## config.mk

```make
export PLATFORM = sky130hd
export DESIGN_NAME = spin_ctrl
export DESIGN_NICKNAME = d
export VERILOG_FILES = /design/src/rtl/spin_ctrl.sv
export SDC_FILE = /design/constraint.sdc
export NUM_CORES = 1
export LEC_CHECK = 0
export CAP_MARGIN = 10
export CORE_ASPECT_RATIO = 1.75
export CORE_MARGIN = 5
export CORE_UTILIZATION = 35
export DETAILED_ROUTE_END_ITERATION = 7
export GPL_TIMING_DRIVEN = 0
export PLACE_DENSITY_LB_ADDON = 0.12
export RECOVER_POWER = 50
export SLEW_MARGIN = 25
export SYNTH_ARGS = -nofsm -noshare
export SYNTH_HDL_FRONTEND = slang
export SYNTH_SLANG_ARGS = --single-unit
export TNS_END_PERCENT = 10
```

## constraint.sdc

```tcl
create_clock -name clk -period 9.4 [get_ports clk]
set_clock_uncertainty 0.05 [all_clocks]
set_input_delay 0.94 -clock clk [delete_from_list [all_inputs] [get_ports clk]]
set_output_delay 0.94 -clock clk [all_outputs]
set_load 0.03 [all_outputs]
```

## src/rtl/spin_ctrl.sv

```systemverilog
// spin_ctrl: slot-machine spin controller.
// Detects rising edges on the debounced spin/coin levels, keeps the credit
// balance, runs the three reels through a staggered spin/stop sequence, then
// scores the stopped symbols and pays out on three-of-a-kind.
//
// Ports:
//   clk          system clock
//   rst          synchronous active-high reset
//   db_spin      debounced spin button level
//   db_coin      debounced coin button level
//   reel0..2     current reel symbols (0-7)
//   reel_moving  bit i high while reel i is advancing
//   busy         high whenever the controller is not idle
//   credits      credit balance (saturates at 255)
//   win          one-cycle pulse on three-of-a-kind
//   win_sym      symbol of the most recent win
module spin_ctrl #(
  parameter int unsigned REEL_DIV     = 1000000,
  parameter int unsigned SPIN_TICKS   = 20,
  parameter int unsigned STOP_GAP     = 10,
  parameter bit          RAND_EN      = 1'b1,
  parameter int unsigned INIT_CREDITS = 10,
  parameter int unsigned PAYOUT       = 8
) (
  input  logic       clk,
  input  logic       rst,
  input  logic       db_spin,
  input  logic       db_coin,
  output logic [2:0] reel0,
  output logic [2:0] reel1,
  output logic [2:0] reel2,
  output logic [2:0] reel_moving,
  output logic       busy,
  output logic [7:0] credits,
  output logic       win,
  output logic [2:0] win_sym
);

  localparam int unsigned DIV_W  = $clog2(REEL_DIV);
  localparam int unsigned TL_MAX = (SPIN_TICKS + 7 > STOP_GAP) ? SPIN_TICKS + 7 : STOP_GAP;
  localparam int unsigned TL_W   = $clog2(TL_MAX + 1);

  typedef enum logic [2:0] {IDLE, SPIN3, SPIN2, SPIN1, SCORE} state_t;

  state_t            state;
  logic              spin_prev;
  logic              coin_prev;
  logic [DIV_W-1:0]  tick_cnt;
  logic [15:0]       lfsr;
  logic [TL_W-1:0]   tick_left;

  logic              start_edge;
  logic              coin_edge;
  logic              tick;
  logic              accept;
  logic              match;
  logic              payout_now;
  logic [TL_W-1:0]   spin_len;
  logic [9:0]        credit_sum;
  logic [7:0]        credit_next;

  always_comb begin
    start_edge  = db_spin & ~spin_prev;
    coin_edge   = db_coin & ~coin_prev;
    tick        = (tick_cnt == DIV_W'(REEL_DIV - 1));
    accept      = (state == IDLE) && start_edge && (credits != '0);
    match       = (reel0 == reel1) && (reel1 == reel2);
    payout_now  = (state == SCORE) && match;
    spin_len    = TL_W'(SPIN_TICKS) + (RAND_EN ? TL_W'(lfsr[2:0]) : '0);
    // All credit events of a cycle are summed together; a start is only
    // accepted with credits != 0, so the sum never goes below zero.
    credit_sum  = {2'b00, credits} + {9'd0, coin_edge}
                + (payout_now ? 10'(PAYOUT) : '0) - {9'd0, accept};
    credit_next = (credit_sum > 10'd255) ? 8'hFF : credit_sum[7:0];
    busy        = (state != IDLE);
  end

  always_ff @(posedge clk) begin
    if (rst) begin
      state       <= IDLE;
      spin_prev   <= 1'b1;
      coin_prev   <= 1'b1;
      tick_cnt    <= '0;
      lfsr        <= 16'hACE1;
      tick_left   <= '0;
      reel0       <= '0;
      reel1       <= '0;
      reel2       <= '0;
      reel_moving <= '0;
      credits     <= 8'(INIT_CREDITS);
      win         <= 1'b0;
      win_sym     <= '0;
    end else begin
      spin_prev <= db_spin;
      coin_prev <= db_coin;
      tick_cnt  <= tick ? '0 : tick_cnt + DIV_W'(1);
      // Fibonacci form of x^16+x^14+x^13+x^11+1, shifting right.
      lfsr      <= {lfsr[0] ^ lfsr[2] ^ lfsr[3] ^ lfsr[5], lfsr[15:1]};
      credits   <= credit_next;
      win       <= 1'b0;

      case (state)
        IDLE: begin
          if (accept) begin
            state       <= SPIN3;
            reel_moving <= 3'b111;
            tick_left   <= spin_len;
          end
        end
        SPIN3, SPIN2, SPIN1: begin
          if (tick) begin
            if (tick_left != '0) begin
              tick_left <= tick_left - TL_W'(1);
              if (reel_moving[0]) reel0 <= reel0 + 3'd1;
              if (reel_moving[1]) reel1 <= reel1 + 3'd2;
              if (reel_moving[2]) reel2 <= reel2 + 3'd3;
            end else begin
              tick_left   <= TL_W'(STOP_GAP);
              // Clear the lowest set bit: stops the lowest-index moving reel.
              reel_moving <= reel_moving & (reel_moving - 3'd1);
              case (state)
                SPIN3:   state <= SPIN2;
                SPIN2:   state <= SPIN1;
                default: state <= SCORE;
              endcase
            end
          end
        end
        SCORE: begin
          if (match) begin
            win     <= 1'b1;
            win_sym <= reel0;
          end
          state <= IDLE;
        end
        default: state <= IDLE;
      endcase
    end
  end

endmodule

```

==> flow_summary.json <==
{
  "outcome": "completed",
  "end_kind": "register",
  "ys_async_sr_fraction_pct": 0,
  "grt_pass1_vias": 2416,
  "regToRegEndpoint": "credits[1]",
  "finish.utilization_pct": 44.10,
  "ios": 29,
  "dp_hpwl_um": 5279,
  "rows": 46,
  "vias_per_cell": 4.817,
  "core_area_um2": 9036,
  "post-cts-setup-buffer-count": 0,
  "dr_total_vias": 2505,
  "avgSynthCellArea_um2": 9.077,
  "start_kind": "input pin",
  "final_cell_mix": "69 x dfxtp_1, 48 x nor2_1, 26 x clkdlybuf4s50_1",
  "cts_resized": 0,
  "fin_cells": 520,
  "area_growth_pct": 22.97,
  "grt-ovfl-total": 0,
  "die_y_um": 137.3,
  "die_area_um2": 11360,
  "final_common_cell": "dfxtp_1",
  "maxSlewHeadroom_pct": 42.19,
  "hold_path_class": "register to register",
  "finalNetCount": 418,
  "clkSinkCount": 69,
  "rsz0062_at_grt": "no",
  "clockBufferDepth": 2,
  "drtIter0Drc": 73,
  "dp.cells": 504,
  "synth_cells": 357,
  "cp_max_fo": 8,
  "drv_slew": 0,
  "ys_seq_area_share_pct": 42.63,
  "firstDrtPassIters": 4,
  "clk_latency_ns": 0.33,
  "regArea_um2": 1381,
  "synth_cell_types": 57,
  "tightest_slew_ns": 0.8598,
  "hold_viol_final": 0,
  "period_needed_ns": 3.899,
  "portBuffers": 27,
  "synth.ff_latch_count": 69,
  "die_w_um": 82.74,
  "setup_tns_ns": 0,
  "synth_edf_count": 0,
  "fin_crit_sh_pct": 41.48,
  "antenna_left": 0,
  "regToRegStartpoint": "credits[1]",
  "wirelength_um": 6874,
  "wire_per_inst_um": 13.22,
  "cts_made_buffers": 9,
  "initial_core_util_pct": 35.86,
  "fin_ws_ns": 5.501,
  "grt_antenna_before_repair": 0,
  "cts_hold_buf": 0,
  "synth_ff_type": "dfxtp_1",
  "fmax_mhz": 256.5,
  "syn-num-nets": 380,
  "ys_warn_count": 0,
  "cts_tree": "built",
  "n_fill_cell": 935,
  "rr_worst_depth": 12,
  "grt_pass1_wl_um": 11330,
  "setup_viol": 0,
  "multiInputGateArea_um2": 1700,
  "drc": 0,
  "hp-start": "lfsr[8]",
  "path_class": "input pin to register",
  "cp.arrival_ns": 4.06,
  "worst-endpoint-required_ns": 9.56,
  "r2r_slack_ns": 5.56,
  "power.leakage_nw": 1.540,
  "cts-htree-levels": 3,
  "peakVddDrop_v": 0.0001177,
  "gp_congestion": 0.7755,
  "hold_depth": 1,
  "min_to": "lfsr[7]",
  "antennaDiodeCount": 0,
  "clkTransAtPathRegs_ns": 0.05,
  "grt.total_usage_pct": 13.19,
  "dpl_worst_slack_ns": 5.131,
  "cap_violations": 0,
  "drive_gt1_share_pct": 9.500,
  "p_per_area_nw_per_um2": 260.0,
  "grt_max_degree": 13,
  "syn_area_um2": 3241,
  "cts_root_buf": "clkbuf_16"
}
-- sequential cells by signal (all words and copies together), names as in the netlist --
register	cells
win_sym	3
reel0	3
spin_prev	1
tick_cnt	20
reel_moving	3
lfsr	16
state	3
credits	8
win	1
reel1	2
reel2	3
tick_left	5
coin_prev	1
-- synth_stat cells (2+ instances only) --
library cell | instances | area share [%]
buf_2 | 3 | 0.46
nand3_1 | 10 | 1.5
a211oi_1 | 3 | 0.69
nor3b_1 | 2 | 0.46
ha_1 | 18 | 6.9
nand2b_1 | 5 | 0.97
mux2i_1 | 3 | 0.93
or3_1 | 2 | 0.39
nor2b_1 | 11 | 2.1
xor2_1 | 13 | 3.5
nor2_1 | 48 | 5.6
nor3_1 | 12 | 1.9
o211ai_1 | 2 | 0.46
o21ai_0 | 4 | 0.62
or2_2 | 11 | 2.1
nor4_1 | 4 | 0.77
o31ai_1 | 3 | 0.69
a21oi_1 | 21 | 3.2
nand2_1 | 16 | 1.9
inv_1 | 25 | 2.9
xnor2_1 | 19 | 5.1
and2_1 | 2 | 0.39
and3_1 | 5 | 0.97
clkbuf_1 | 6 | 0.69
nand4_1 | 9 | 1.7
dfxtp_1 | 69 | 43
-- per-stage QoR --
stage               cell area, um^2  total power, W  hold slack (ns)
global route                   3985        0.001098           0.3733
global placement               3661       0.0006653           0.3458
CTS                            4001        0.001051           0.3605
detailed placement             3661       0.0006654           0.3476
finish                         3985        0.001036           0.3580
floorplan                      3241       0.0005724           0.3395
-- logic make-up after synthesis --
family,after synthesis,share of synthesized area (%)
compound gates,48,10.66
xor+xnor,32,8.649
fa+ha+maj,19,7.568
buf+inv,36,4.479
flops,69,42.63
mux,5,1.737
other cells,1,0.1157
simple gates,147,24.17
-- power by group --
| group | internal, W | total, W | switching, W | leakage [nW] |
|---|---|---|---|---|
| Clock | 0.000259 | 0.000381 | 0.000122 | 0.163 |
| Sequential | 0.000317 | 0.000337 | 0.0000203 | 0.565 |
| Combinational | 0.000133 | 0.000318 | 0.000184 | 0.813 |
-- critical path: stages --
cell and delay (ns):
clkdlybuf4s50_1 0.48, o2111ai_4 0.17, inv_4 0.08, ha_1 0.28
inv_1 0.04, ha_1 0.22, fa_1 0.45, nand3_1 0.12
a21oi_1 0.10, o31a_1 0.26, a211oi_2 0.52, or3b_1 0.39
-- layout make-up --
type | count | share of cell area, %
multi-input cells | 252 | 42.67
flip-flops and latches | 69 | 34.66
repair buffers | 27 | 6.782
clock buffers | 10 | 5.746
well taps | 120 | 3.768
clock inverters | 6 | 2.794
inverters | 26 | 2.512
plain buffers | 10 | 1.068
-- metal layers --
| layer | GRT usage, % | part of all wire, % |
|---|---|---|
| met1 | 13.81 | 39 |
| met2 | 24.02 | 55 |
| met3 | 2.552 | 2.9 |
| met4 | 6.909 | 3.0 |
| met5 | 0 | 0 |
-- worst max-delay path by stage --
| stage | from | endpoint | slack, ns |
|---|---|---|---|
| 3_3_place_gp | db_spin | credits[1] | 5.14 |
| 2_1_floorplan | credits[1] | credits[1] | 5.80 |
| 5_1_grt | db_spin | credits[1] | 5.26 |
| 4_1_cts | db_spin | credits[1] | 5.47 |
| 3_5_place_dp | db_spin | credits[1] | 5.13 |
| 6_report | db_spin | credits[1] | 5.50 |
No activity file was read; power rests on OpenSTA's default activity.
